===== config.mk =====
export PLATFORM = sky130hd
export DESIGN_NAME = aha_periph_reset_sequencer_flat
export DESIGN_NICKNAME = d
export VERILOG_FILES = /design/src/rtl/aha_platform_ctrl_pkg.sv /design/src/rtl/aha_periph_reset_sequencer_if.sv /design/src/rtl/aha_rr_arbiter.sv /design/src/rtl/aha_periph_reset_sequencer.sv /design/src/flat_wrapper.sv
export SDC_FILE = /design/constraint.sdc
export NUM_CORES = 1
export LEC_CHECK = 0
export ABC_AREA = 1
export ABC_CLOCK_PERIOD_IN_PS = 6100
export CAP_MARGIN = 20
export CORE_UTILIZATION = 50
export CTS_CLUSTER_SIZE = 16
export DETAILED_ROUTE_END_ITERATION = 6
export HOLD_SLACK_MARGIN = 0.03
export PLACE_DENSITY = 0.81
export RECOVER_POWER = 100
export SLEW_MARGIN = 15
export SYNTH_ARGS = -nofsm -noshare
export SYNTH_HDL_FRONTEND = slang
export SYNTH_SLANG_ARGS = --single-unit

===== constraint.sdc =====
create_clock -name HCLK -period 6.1 [get_ports HCLK]
set_clock_uncertainty 0.2 [all_clocks]
set_input_delay 1.22 -clock HCLK [delete_from_list [all_inputs] [get_ports HCLK]]
set_output_delay 1.22 -clock HCLK [all_outputs]
set_load 0.1 [all_outputs]

===== src/rtl/aha_platform_ctrl_pkg.sv =====
// Shared platform-control definitions: sequencer FSM encoding, default
// timing parameters and the peripheral index map.
package aha_platform_ctrl_pkg;

  // Sequencer FSM encoding (kept as plain constants for legacy tools).
  localparam logic [1:0] ST_IDLE    = 2'd0;
  localparam logic [1:0] ST_GATE    = 2'd1;
  localparam logic [1:0] ST_ASSERT  = 2'd2;
  localparam logic [1:0] ST_RELEASE = 2'd3;

  // Default sequencing parameters.
  localparam int NUM_PERIPH_DEF = 11;
  localparam int GATE_CYC_DEF   = 2;
  localparam int HOLD_CYC_DEF   = 4;
  localparam int SETTLE_CYC_DEF = 4;
  localparam int CNT_W_DEF      = 8;

  // Peripheral index map.
  localparam int P_DMA0    = 0;
  localparam int P_DMA1    = 1;
  localparam int P_TLX_FWD = 2;
  localparam int P_TLX_REV = 3;
  localparam int P_CGRA    = 4;
  localparam int P_NIC     = 5;
  localparam int P_TIMER0  = 6;
  localparam int P_TIMER1  = 7;
  localparam int P_UART0   = 8;
  localparam int P_UART1   = 9;
  localparam int P_WDOG    = 10;

endpackage


===== src/rtl/aha_periph_reset_sequencer_if.sv =====
// Register-space / clock-reset-generation side signals of the soft-reset
// sequencer. master = register space, slave = sequencer.
interface aha_periph_reset_sequencer_if
  import aha_platform_ctrl_pkg::*;
#(
  parameter int NUM_PERIPH = NUM_PERIPH_DEF,
  parameter int IDX_W      = $clog2(NUM_PERIPH)
);
  logic [NUM_PERIPH-1:0] RESET_REQ;
  logic [NUM_PERIPH-1:0] CLK_GATE_EN;
  logic [NUM_PERIPH-1:0] RESET_ACK;
  logic [NUM_PERIPH-1:0] PERIPH_RESETn;
  logic [NUM_PERIPH-1:0] PERIPH_CLK_EN;
  logic                  BUSY;
  logic [IDX_W-1:0]      CUR_IDX;

  modport master (
    output RESET_REQ, CLK_GATE_EN,
    input  RESET_ACK, PERIPH_RESETn, PERIPH_CLK_EN, BUSY, CUR_IDX
  );

  modport slave (
    input  RESET_REQ, CLK_GATE_EN,
    output RESET_ACK, PERIPH_RESETn, PERIPH_CLK_EN, BUSY, CUR_IDX
  );
endinterface


===== src/rtl/aha_rr_arbiter.sv =====
// Combinational round-robin arbiter: grants the first set request at or
// after ptr, searching cyclically.
module aha_rr_arbiter #(
  parameter int N     = 11,
  parameter int IDX_W = $clog2(N)
) (
  input  logic [N-1:0]     req,
  input  logic [IDX_W-1:0] ptr,
  output logic             gnt_valid,
  output logic [IDX_W-1:0] gnt_idx
);

  // Walk from the farthest offset back to ptr so the nearest request wins.
  // NOTE: every output gets a default before the loop so no latch is inferred.
  always_comb begin
    gnt_valid = 1'b0;
    gnt_idx   = '0;
    for (int k = N - 1; k >= 0; k--) begin
      if (req[(int'(ptr) + k) % N]) begin
        gnt_valid = 1'b1;
        gnt_idx   = IDX_W'((int'(ptr) + k) % N);
      end
    end
  end

endmodule


===== src/rtl/aha_periph_reset_sequencer.sv =====
// Per-peripheral soft-reset sequencer: arbitrates pending RESET_REQ bits
// round-robin and, for the granted peripheral, gates its clock, pulses its
// reset, waits for it to settle, ungates the clock and raises RESET_ACK.
module aha_periph_reset_sequencer
  import aha_platform_ctrl_pkg::*;
#(
  parameter int NUM_PERIPH = NUM_PERIPH_DEF,
  parameter int GATE_CYC   = GATE_CYC_DEF,
  parameter int HOLD_CYC   = HOLD_CYC_DEF,
  parameter int SETTLE_CYC = SETTLE_CYC_DEF,
  parameter int CNT_W      = CNT_W_DEF
) (
  input logic                         HCLK,
  input logic                         HRESETn,
  aha_periph_reset_sequencer_if.slave bus
);

  localparam int IDX_W = $clog2(NUM_PERIPH);
  localparam logic [NUM_PERIPH-1:0] ONE = NUM_PERIPH'(1);

  logic [1:0]            state_q, state_d;
  logic [CNT_W-1:0]      cnt_q, cnt_d;
  logic [IDX_W-1:0]      rr_ptr_q, rr_ptr_d;
  logic [IDX_W-1:0]      idx_d;
  logic                  seq_done;
  logic [NUM_PERIPH-1:0] pending;
  logic                  gnt_valid;
  logic [IDX_W-1:0]      gnt_idx;
  logic [NUM_PERIPH-1:0] gate_mask_d, rst_mask_d, cur_mask, ack_d;

  // An acknowledged request stays out of arbitration until software drops it.
  assign pending = bus.RESET_REQ & ~bus.RESET_ACK;

  aha_rr_arbiter #(.N(NUM_PERIPH), .IDX_W(IDX_W)) u_arb (
    .req       (pending),
    .ptr       (rr_ptr_q),
    .gnt_valid (gnt_valid),
    .gnt_idx   (gnt_idx)
  );

  // Next-state logic: FSM, phase counter, round-robin pointer, serviced index.
  always_comb begin
    state_d  = state_q;
    cnt_d    = cnt_q;
    rr_ptr_d = rr_ptr_q;
    idx_d    = bus.CUR_IDX;
    seq_done = 1'b0;
    unique case (state_q)
      ST_IDLE: begin
        if (gnt_valid) begin
          state_d  = ST_GATE;
          cnt_d    = CNT_W'(GATE_CYC - 1);
          idx_d    = gnt_idx;
          rr_ptr_d = (gnt_idx == IDX_W'(NUM_PERIPH - 1)) ? '0 : gnt_idx + 1'b1;
        end
      end
      ST_GATE: begin
        if (cnt_q == '0) begin
          state_d = ST_ASSERT;
          cnt_d   = CNT_W'(HOLD_CYC - 1);
        end else begin
          cnt_d = cnt_q - 1'b1;
        end
      end
      ST_ASSERT: begin
        if (cnt_q == '0) begin
          state_d = ST_RELEASE;
          cnt_d   = CNT_W'(SETTLE_CYC - 1);
        end else begin
          cnt_d = cnt_q - 1'b1;
        end
      end
      default: begin
        if (cnt_q == '0) begin
          state_d  = ST_IDLE;
          idx_d    = '0;
          seq_done = 1'b1;
        end else begin
          cnt_d = cnt_q - 1'b1;
        end
      end
    endcase
  end

  // Output masks derived from the next state so the registered outputs line
  // up with the phase the FSM is entering.
  always_comb begin
    gate_mask_d = (state_d != ST_IDLE)   ? (ONE << idx_d) : '0;
    rst_mask_d  = (state_d == ST_ASSERT) ? (ONE << idx_d) : '0;
    cur_mask    = ONE << bus.CUR_IDX;
    ack_d       = (bus.RESET_ACK & bus.RESET_REQ)
                | (cur_mask & bus.RESET_REQ & {NUM_PERIPH{seq_done}});
  end

  // State and registered outputs.
  // NOTE: sequential state uses non-blocking assignments so every register
  // samples pre-edge values regardless of statement order.
  always_ff @(posedge HCLK or negedge HRESETn) begin
    if (!HRESETn) begin
      state_q           <= ST_IDLE;
      cnt_q             <= '0;
      rr_ptr_q          <= '0;
      bus.CUR_IDX       <= '0;
      bus.BUSY          <= 1'b0;
      bus.RESET_ACK     <= '0;
      bus.PERIPH_RESETn <= '1;
      bus.PERIPH_CLK_EN <= '0;
    end else begin
      state_q           <= state_d;
      cnt_q             <= cnt_d;
      rr_ptr_q          <= rr_ptr_d;
      bus.CUR_IDX       <= idx_d;
      bus.BUSY          <= (state_d != ST_IDLE);
      bus.RESET_ACK     <= ack_d;
      bus.PERIPH_RESETn <= ~rst_mask_d;
      bus.PERIPH_CLK_EN <= bus.CLK_GATE_EN & ~gate_mask_d;
    end
  end

endmodule


===== src/flat_wrapper.sv =====
// flat-port wrapper written by rule: the top's interface ports become plain ports
module aha_periph_reset_sequencer_flat import aha_platform_ctrl_pkg::*;
#(
  parameter int NUM_PERIPH = NUM_PERIPH_DEF,
  parameter int GATE_CYC   = GATE_CYC_DEF,
  parameter int HOLD_CYC   = HOLD_CYC_DEF,
  parameter int SETTLE_CYC = SETTLE_CYC_DEF,
  parameter int CNT_W      = CNT_W_DEF
)
  (HCLK, HRESETn, bus_RESET_REQ, bus_CLK_GATE_EN, bus_RESET_ACK, bus_PERIPH_RESETn, bus_PERIPH_CLK_EN, bus_BUSY, bus_CUR_IDX);
  aha_periph_reset_sequencer_if #(.NUM_PERIPH(NUM_PERIPH)) bus_i ();
  input logic HCLK;
  input logic HRESETn;
  input wire logic [$bits(bus_i.RESET_REQ)-1:0] bus_RESET_REQ;
  input wire logic [$bits(bus_i.CLK_GATE_EN)-1:0] bus_CLK_GATE_EN;
  output wire logic [$bits(bus_i.RESET_ACK)-1:0] bus_RESET_ACK;
  output wire logic [$bits(bus_i.PERIPH_RESETn)-1:0] bus_PERIPH_RESETn;
  output wire logic [$bits(bus_i.PERIPH_CLK_EN)-1:0] bus_PERIPH_CLK_EN;
  output wire logic [$bits(bus_i.BUSY)-1:0] bus_BUSY;
  output wire logic [$bits(bus_i.CUR_IDX)-1:0] bus_CUR_IDX;
  assign bus_i.RESET_REQ = bus_RESET_REQ;
  assign bus_i.CLK_GATE_EN = bus_CLK_GATE_EN;
  assign bus_RESET_ACK = bus_i.RESET_ACK;
  assign bus_PERIPH_RESETn = bus_i.PERIPH_RESETn;
  assign bus_PERIPH_CLK_EN = bus_i.PERIPH_CLK_EN;
  assign bus_BUSY = bus_i.BUSY;
  assign bus_CUR_IDX = bus_i.CUR_IDX;
  aha_periph_reset_sequencer #(.NUM_PERIPH(NUM_PERIPH), .GATE_CYC(GATE_CYC), .HOLD_CYC(HOLD_CYC), .SETTLE_CYC(SETTLE_CYC), .CNT_W(CNT_W)) u_core (.HCLK(HCLK), .HRESETn(HRESETn), .bus(bus_i));
endmodule

# == After elaboration in Yosys (flattened, before gate mapping) ==
# Cells that the tools add are included.
# Widths: inputs -> output; s select.
# word_totals
regBits,52
elab_cells,138
inputBits,24
out_inout_bits,38
# classes
n_eq_ne,6
n_shift,2
n_addsub,12
magnitude_cmp,11
muxes,72
bitwise,9
div,11
n_reduce_logical,7
# ops
operator,count
$lt 32x6->1 const B,11
$mod 32x5->32 const B,10
$mux 4,14
$and 11x11->11,5
$bmux 1 s4,11
$mux 1,35
$not 11->11,3
$mod 5x5->32 const B,1
$mux 8,3
$mux 11,2
$shl 1x4->11 const A,2
$add 4x3->5 const B,4
$pmux 8 s2,1
$add 4x4->5 const B,3
$or 11x11->11,1
$add 4x2->5 const B,2
$logic_not 8->1,1
$mux 2,4
$pmux 4 s2,1
$sub 8x1->8 const B,1
$pmux 2 s3,1
$add 4x1->5 const B,1
$add 4x1->4 const B,1
$eq 2x2->1 const B,2
other kinds (9),10

# == Longest topological paths before layout ==
# Gate-level depths: netlist of the first run.
# depth
word_depth,22
depth_mapped,45
mapped_depth_nobuf,43

# == Hierarchy ==
# From an unflattened synthesis of the first run, not the netlist that was laid out.
# hier_totals
cells_unflattened,1125
hier_area_um2,6806.5
# modules_own_cells
mod,area_per_inst_um2,cells_each,seq_area_each_um2,instances
aha_rr_arbiter,4137.7,797,0.0,1
aha_periph_reset_sequencer,2668.8,328,1315.0,1

# == Worst setup path before layout of the first run ==
# Ideal clock, no wire load.
# synth_path
path_kind,reg-to-reg
start,register u_core.rr_ptr_q[0]
end,register u_core.bus.PERIPH_CLK_EN[3]
path_stages_with_launch,41
n_path_buf,4
arrival_time_ns,4.935
slack_ns,0.849
cell_sequence,dfrtp_1 inv_2 clkbuf_1 clkbuf_1 ha_1 buf_2 inv_1 ha_1 inv_1 nand3_2 nand2_2 xor2_1 inv_2 ha_1 inv_1 nand3_1 nand2_2 nand2_4 (+5 left out) nand2_1 nand2_1 nand2_1 nand2_1 nand2_1 nand2_1 nand2_1 nand2_1 nand2_1 nand2_1 nand3_1 nand2_1 nand2_1 nand2_2 buf_6 nand3_1 nor2_1 nor2_1
# synth_between
elab_chain_cells,22
elab_cells_between_ends,85
classes_between,10 x add/sub; 11 x div; 1 x shift; 60 x mux; 2 x bitwise; 1 x reduce/logical
# synth_lines
element,line,source
"start, declared",aha_periph_reset_sequencer.sv:23,"logic [IDX_W-1:0] rr_ptr_q, rr_ptr_d;"
"start signal, assigned",aha_periph_reset_sequencer.sv:111,rr_ptr_q <= rr_ptr_d;
$add 4x4->5,"aha_rr_arbiter.sv:19, aha_rr_arbiter.sv:21",
$mod 32x5->32,"aha_rr_arbiter.sv:19, aha_rr_arbiter.sv:21",
$bmux 1 s4,aha_rr_arbiter.sv:19,if (req[(int'(ptr) + k) % N]) begin
$mux 1 (not written as such) (2 in series),aha_rr_arbiter.sv:19,
$mux 4 or $mux 1 (tied branches) (11 in series),aha_rr_arbiter.sv:19,
$mux 4 (*),aha_periph_reset_sequencer.sv:50,if (gnt_valid) begin
$pmux 4 s2 (*),aha_periph_reset_sequencer.sv:48,unique case (state_q)
via u_core.idx_d[1],aha_periph_reset_sequencer.sv:24,logic [IDX_W-1:0] idx_d;
$shl 1x4->11 (*),aha_periph_reset_sequencer.sv:88,gate_mask_d = (state_d != ST_IDLE) ? (ONE << idx_d) : '0;
$mux 11 (*),aha_periph_reset_sequencer.sv:88,
$not 11->11 (*),aha_periph_reset_sequencer.sv:116,bus.PERIPH_CLK_EN <= bus.CLK_GATE_EN & ~gate_mask_d;
$and 11x11->11 (*),aha_periph_reset_sequencer.sv:116,
"end signal, assigned",aha_periph_reset_sequencer.sv:116,
"end, declared",aha_periph_reset_sequencer_if.sv:24,"output RESET_ACK, PERIPH_RESETn, PERIPH_CLK_EN, BUSY, CUR_IDX"
# Mark *: on every way through the listed nets, which the timed path passes. The rest lies on a longest branch. The select of a mux whose other input is x is not followed.
# A chain may end at the register's enable or synchronous reset.

# == Worst setup path in the final report of the first run ==
# layout_path
start,register u_core.rr_ptr_q[1]
end,register u_core.bus.PERIPH_CLK_EN[0]
# layout_between
elab_chain_cells,22
elab_cells_between_ends,85
classes_between,10 x add/sub; 11 x div; 1 x shift; 60 x mux; 2 x bitwise; 1 x reduce/logical
# layout_lines
element,line,source
$add 4x4->5,aha_rr_arbiter.sv:19,
$mod 32x5->32,aha_rr_arbiter.sv:19,
$bmux 1 s4,aha_rr_arbiter.sv:19,
$mux 1 (not written as such) (2 in series),aha_rr_arbiter.sv:19,
$mux 1 (10 in series),aha_rr_arbiter.sv:19,
$mux 1 (*),aha_rr_arbiter.sv:19,
$mux 2 (*),aha_periph_reset_sequencer.sv:50,
$pmux 2 s3 (*),aha_periph_reset_sequencer.sv:48,
via u_core.state_d[1],aha_periph_reset_sequencer.sv:21,"logic [1:0] state_q, state_d;"
$reduce_bool 2->1 (*),aha_periph_reset_sequencer.sv:88,
$mux 11 (*),aha_periph_reset_sequencer.sv:88,
$not 11->11 (*),aha_periph_reset_sequencer.sv:116,
$and 11x11->11 (*),aha_periph_reset_sequencer.sv:116,
# Marked as above.

==> metrics.yaml, run 1 <==
routing:
  drc: 0
  ant_nets: 0
  vias: 7516
  via_per_inst: 5.56
  drt-total-wl_mm: 20.1
  first_iter_violations: 704
  first_pass_iters: 6
  wl_per_cell_um: 14.9
clock_network:
  clk-insertion-delay-late_ns: 0.30
  clk_pin_slew_ns: 0.07
  cts.path.max_buffers: 2
  cts_buffers: 5
  cts_sinks: 52
  cts_resized: 0
  cts_root_buf: "clkbuf_16"
  tritoncts: "done"
  cts_hold_buf: 0
  cts_setup_buffers: 0
  h-tree-depth: 2
worst_setup_path:
  cp_common_cell: "nand2_1"
  crit_type: "reg -> reg"
  crit_path_end_kind: "flip-flop"
  start_kind: "flip-flop"
  cp.required_ns: 6.10
  r2r_slack_ns: 0.65
  reg2regPathDepth: 34
  r2r-start: "u_core.rr_ptr_q[1]$_DFFE_PN0P_"
  arrival_ns: 5.45
  max_stage_delay_ns: 0.39
  crit_fanout: 14
  reg2reg_to: "u_core.bus.PERIPH_CLK_EN[0]$_DFF_PN0_"
  crit_slowest_cell: "dfrtp_1"
floorplan:
  num_rows: 42
  pin_count: 62
  fp.dieW_um: 119
  core_area_um2: 13300
  die_h_um: 119
  start_util_pct: 51.7
  dieArea_um2: 14300
worst_hold_path:
  hold_start: "u_core.bus.RESET_ACK[9]$_DFF_PN0_"
  holdPathStages: 2
  worst_hold_path.endpoint: "u_core.bus.RESET_ACK[9]$_DFF_PN0_"
  hold_class: "reg -> reg"
timing:
  finalHoldViolCount: 0
  drv_slew: 53
  finalSetupViolCount: 0
  finalCritPeriodShare_pct: 89.4
  fmax_ghz: 0.183
  layout_min_cycle_time_ns: 5.45
  rsz0062_at_grt: "no"
  worst_pin_slew_ns: 2.78
  fin_tns_setup_ns: 0
  slew_headroom_pct: -85.0
yosys:
  synth_cell_types: 54
  yosys_warnings: 0
  syn_inst: 1117
  syn-cell-area_um2: 6900
  yosysTopAreaCellShare_pct: 16.6
  synth_top_area_cell: "nand2_1"
  synth-seq-area-share_pct: 19.1
  synth-seq-cells: 52
  post_synth.cell_area_avg_um2: 6.17
  synth.area.top_cells: "nand2_1, dfrtp_1, nand3_1"
  synth_fp_nets: 1189
cells_and_area:
  nFillCells: 1310
  area_growth_pct: 13.1
  diodes: 0
  nets: 1248
  drive_gt1_share_pct: 11.7
placement:
  hpwl_mm: 15.7
  port_buffers: 61
  routabilityCongestion: 0.963
outcome:
  status: "finished, violations left"
  violations: "capacitance limit, slew limit"
grt:
  antenna_found_initial: 0
  grt_start_max_net_pins: 53
  overflow: 0
  grt_use_total_pct: 29.1
  grt_pass1_wl_mm: 33.6
  grt_pass1_vias: 7256
flow_run:
  maxCapViolations: 1
-- cell type report --
type | instances | area, um^2 | share of cell area, %
multi-input cells | 876 | 4790 | 61.4
clock inverters | 3 | 27.5 | 0.353
well taps | 176 | 220 | 2.82
inverters | 169 | 637 | 8.16
flip-flops and latches | 52 | 1320 | 16.9
clock buffers | 5 | 125 | 1.60
repair buffers | 72 | 684 | 8.77
-- metal layers --
metal,share of wire (%),track usage (%)
met1,42,35.4
met2,47,50.0
met3,6.2,3.11
met4,4.8,16.0
met5,0,0
-- worst max-delay path, delay by kind of cell (launching register included) --
kind	cells	cell delay, ns
xor+xnor	1	0.20
fa+ha+maj	3	0.73
simple gates	20	2.52
flops	1	0.39
compound gates	2	0.43
buf+inv	8	0.89
-- how the worst max path moves through the flow --
stage | cells past startpoint | from | slack (ns) | end
after floorplan | 40 | u_core.rr_ptr_q[0]$_DFFE_PN0P_ | 0.85 | u_core.bus.PERIPH_CLK_EN[3]$_DFF_PN0_
after detailed placement | 40 | u_core.rr_ptr_q[1]$_DFFE_PN0P_ | 0.77 | u_core.bus.PERIPH_CLK_EN[5]$_DFF_PN0_
after global placement | 40 | u_core.rr_ptr_q[1]$_DFFE_PN0P_ | 0.88 | u_core.bus.PERIPH_CLK_EN[1]$_DFF_PN0_
after CTS | 40 | u_core.rr_ptr_q[1]$_DFFE_PN0P_ | 0.75 | u_core.bus.PERIPH_CLK_EN[0]$_DFF_PN0_
final | 34 | u_core.rr_ptr_q[1]$_DFFE_PN0P_ | 0.65 | u_core.bus.PERIPH_CLK_EN[0]$_DFF_PN0_
after global routing | 32 | u_core.rr_ptr_q[1]$_DFFE_PN0P_ | 0.07 | u_core.cnt_q[6]$_DFFE_PN0P_
-- kinds of logic after synthesis --
kind of cell | share of synthesized area [%]
compound gates | 16.5
fa+ha+maj | 8.71
flops | 19.1
xor+xnor | 4.25
buf+inv | 11.2
simple gates | 40.3
-- cells in the final DEF, fill, tap and decap left out, types with 26 or more instances in the layout --
cell type,Yosys,routed
a21oi_1,31,32
dfrtp_1,41,41
dlygate4sd3_1,0,38
ha_1,48,48
inv_1,138,140
inv_2,28,26
nand2_1,305,307
nand2_2,39,37
nand3_1,134,135
nor2_1,66,68
o21ai_0,50,52
o21ai_1,52,50
-- registers in the layout (all words and copies together), names as in the netlist --
| name | flops |
|---|---|
| u_core.bus.PERIPH_CLK_EN | 11 |
| u_core.bus.PERIPH_RESETn | 11 |
| u_core.bus.RESET_ACK | 11 |
| u_core.cnt_q | 8 |
| u_core.bus.CUR_IDX | 4 |
| u_core.rr_ptr_q | 4 |
| u_core.state_q | 2 |
| u_core.bus.BUSY | 1 |
-- Yosys cell counts, drive strengths merged --
| cell | count |
|---|---|
| xor2 | 25 |
| buf | 15 |
| o2111ai | 1 |
| dfrtp | 41 |
| o311ai | 1 |
| nor3 | 9 |
| a21oi | 37 |
| xnor2 | 5 |
| a221oi | 1 |
| nor4 | 1 |
| dfstp | 11 |
| clkinv | 2 |
| or2 | 3 |
| o41ai | 1 |
| clkbuf | 5 |
| nand3b | 5 |
| inv | 167 |
| o21a | 1 |
| o211ai | 20 |
| ha | 48 |
| nand4 | 22 |
| nand2 | 348 |
| o221ai | 1 |
| or3 | 1 |
| a31oi | 4 |
| o21ai | 116 |
| nor2 | 75 |
| nor3b | 3 |
| o22ai | 3 |
| o21bai | 2 |
| and2 | 4 |
| nand3 | 139 |
-- per-stage QoR --
| stage | instance area (um^2) | hold slack, ns | utilization (%) | setup slack, ns | instances |
|---|---|---|---|---|---|
| floorplan | 6900 | 0.282 | - | 0.849 | 1117 |
| global placement | 7670 | 0.299 | 57.5 | 0.879 | 1345 |
| detailed placement | 7670 | 0.300 | 57.5 | 0.771 | 1345 |
| CTS | 7820 | 0.318 | 58.6 | 0.749 | 1353 |
| global route | 7800 | 0.329 | 58.4 | 0.0709 | 1353 |
| finish | 7800 | 0.310 | 58.4 | 0.646 | 1353 |
Power of run 1 is not shown: default switching activity piles up to over one toggle a cycle in this logic, so the estimate is an artifact.
==> run 2, diff against run 1 <==
--- a/config.mk
+++ b/config.mk
@@ -8,6 +8,8 @@
 export ABC_AREA = 1
 export ABC_CLOCK_PERIOD_IN_PS = 6100
 export CAP_MARGIN = 20
+export CORE_ASPECT_RATIO = 0.6
+export CORE_MARGIN = 2
 export CORE_UTILIZATION = 50
 export CTS_CLUSTER_SIZE = 16
 export DETAILED_ROUTE_END_ITERATION = 6
==> metrics.yaml, run 2 (synthesis gave the netlist of run 1 again) <==
worst_hold_path:
  holdPathStages: 2  # unchanged
  worst_hold_path.endpoint: "u_core.bus.RESET_ACK[10]$_DFF_PN0_"
  hold_start: "u_core.bus.RESET_ACK[10]$_DFF_PN0_"
  hold_class: "reg -> reg"
routing:
  first_pass_iters: 6  # unchanged
  via_per_inst: 5.71  # +2.7%
  drt-total-wl_mm: 22.6  # +12%
  vias: 7742  # +3.0%
  ant_nets: 0  # unchanged
  drc: 0  # unchanged
  first_iter_violations: 1117  # +59%
  wl_per_cell_um: 16.6  # +12%
cells_and_area:
  top_regs: "u_core.bus.PERIPH_CLK_EN x11, u_core.bus.PERIPH_RESETn x11, u_core.bus.RESET_ACK x11"
  stdcell_area_um2: 7840  # +0.47%
  drive_gt1_share_pct: 12.4  # +0.63 points
  final_util_pct: 57.9  # -0.57 points
  diodes: 0  # unchanged
  final_common_cell: "nand2_1"
  final_cell_mix: "nand2_1, inv_1, nand3_1"
  area_growth_pct: 13.6
  nets: 1253  # +0.40%
placement:
  place_area_um2: 7710  # +0.47%
  hpwl_mm: 17.9  # +14%
  port_buffers: 61  # unchanged
  routabilityCongestion: 1.05  # +9.1%
clock_network:
  cts_sinks: 52  # unchanged
  cts_root_buf: "clkbuf_16"
  cts_resized: 0  # unchanged
  cts_hold_buf: 0  # unchanged
  h-tree-depth: 2  # unchanged
  clk_pin_slew_ns: 0.07  # about the same
  cts_buffers: 5  # unchanged
  cts.path.max_buffers: 2  # unchanged
  clk-insertion-delay-late_ns: 0.30  # about the same
  cts_setup_buffers: 0  # unchanged
  tritoncts: "done"
grt:
  overflow: 0  # unchanged
  busiest_layer: "met1"
  grt_pass1_vias: 6636  # -8.5%
  grt_use_met2_pct: 39.7  # -10 points
  grt_use_total_pct: 30.6  # +1.6 points
  antenna_found_initial: 0  # unchanged
  grt_start_max_net_pins: 53  # unchanged
  grt.met3_usage_pct: 7.39  # +4.3 points
  met1_usage_pct: 50.4  # +15 points
  grt_pass1_wl_mm: 35.7  # +6.4%
worst_setup_path:
  cp.required_ns: 6.10  # about the same
  crit_fanout: 9  # -5
  r2r_slack_ns: 0.47  # -0.18 ns
  max_stage_delay_ns: 0.56  # +0.17 ns
  cp_common_cell: "nand2_1"
  start_kind: "flip-flop"
  arrival_ns: 5.63  # +0.18 ns
  crit_path_end_kind: "flip-flop"
  r2r-start: "u_core.rr_ptr_q[3]$_DFFE_PN0P_"
  crit_type: "reg -> reg"
  reg2reg_to: "u_core.bus.PERIPH_CLK_EN[7]$_DFF_PN0_"
  crit_slowest_cell: "dfrtp_1"
  reg2regPathDepth: 28  # -18%
floorplan:
  fp.dieW_um: 156  # +30%
  num_rows: 33  # -21%
  start_util_pct: 50.9  # -0.74 points
  dieArea_um2: 14800  # +3.6%
  core_area_um2: 13500  # +1.5%
  pin_count: 62  # unchanged
  die_h_um: 95.0  # -20%
timing:
  fin_tns_setup_ns: 0  # unchanged
  finalSetupViolCount: 0  # unchanged
  slew_headroom_pct: -87.5  # -2.5 points
  worst_pin_slew_ns: 2.81  # +0.0380 ns
  finalHoldViolCount: 0  # unchanged
  finalCritPeriodShare_pct: 92.3  # +2.9 points
  drv_slew: 53  # unchanged
  rsz0062_at_grt: "no"
  layout_min_cycle_time_ns: 5.63  # +0.178 ns
  fmax_ghz: 0.178  # -3.2%
outcome:
  violations: "capacitance limit, slew limit"
  status: "finished, violations left"
flow_run:
  maxCapViolations: 1  # unchanged
[run 2: cell count changes in the layout (fill, tap and decap cells not counted), moves of 2 or more]
cell	before	now
a21oi_1	32	30
a21oi_2	3	5
buf_4	10	14
o21ai_0	52	50
o21ai_1	50	52
[run 2: worst max path at each step]
stage / startpoint / to / slack [ns]
finish: u_core.rr_ptr_q[3]$_DFFE_PN0P_ / u_core.bus.PERIPH_CLK_EN[7]$_DFF_PN0_ / 0.47
global route: u_core.rr_ptr_q[1]$_DFFE_PN0P_ / u_core.bus.PERIPH_CLK_EN[4]$_DFF_PN0_ / 0.04
CTS: u_core.rr_ptr_q[1]$_DFFE_PN0P_ / u_core.bus.PERIPH_CLK_EN[2]$_DFF_PN0_ / 0.56
detailed placement: u_core.rr_ptr_q[1]$_DFFE_PN0P_ / u_core.bus.PERIPH_CLK_EN[6]$_DFF_PN0_ / 0.59
global placement: u_core.rr_ptr_q[1]$_DFFE_PN0P_ / u_core.bus.PERIPH_CLK_EN[8]$_DFF_PN0_ / 0.69
floorplan: u_core.rr_ptr_q[0]$_DFFE_PN0P_ / u_core.bus.PERIPH_CLK_EN[3]$_DFF_PN0_ / 0.85
[run 2: final cells by class]
class                           instances  area [um^2]
Clock buffer                            5          125
Clock inverter                          3         26.3
Fill cell                            1284         5710
Inverter                              169          637
Multi-Input combinational cell        876         4790
Sequential cell                        52         1320
Tap cell                              175          219
Timing Repair Buffer                   77          719
[run 2: worst max-delay path: cells and delay by family (launching register included)]
kind | cells | cell delay [ns]
xor+xnor | 1 | 0.15
simple gates | 15 | 2.15
compound gates | 6 | 1.25
buf+inv | 4 | 0.49
flops | 1 | 0.56
fa+ha+maj | 2 | 0.73
[run 2: stage by stage]
step / std cells / worst slack (ns) / hold slack (ns)
after floorplan: 1117 / 0.849 / 0.282
after global placement: 1349 / 0.686 / 0.300
after detailed placement: 1349 / 0.594 / 0.302
after CTS: 1357 / 0.560 / 0.318
after global routing: 1357 / 0.0402 / 0.352
final: 1357 / 0.468 / 0.310
[run 2: routing by layer]
layer	part of all wire, %	routed length, um
met2	37	8430
met1	49	11100
met5	0	0
met4	0.70	158
met3	13	2910
Power of run 2 is left out for the same reason.
==> run 3, diff against run 2 <==
--- a/config.mk
+++ b/config.mk
@@ -11,6 +11,7 @@
 export CORE_ASPECT_RATIO = 0.6
 export CORE_MARGIN = 2
 export CORE_UTILIZATION = 50
+export CTS_BUF_LIST = sky130_fd_sc_hd__clkbuf_16
 export CTS_CLUSTER_SIZE = 16
 export DETAILED_ROUTE_END_ITERATION = 6
 export HOLD_SLACK_MARGIN = 0.03
==> results of run 3 <==
No change in the layout: final DEF, timing and power equal those of run 2.
Power of run 3 is left out for the same reason.
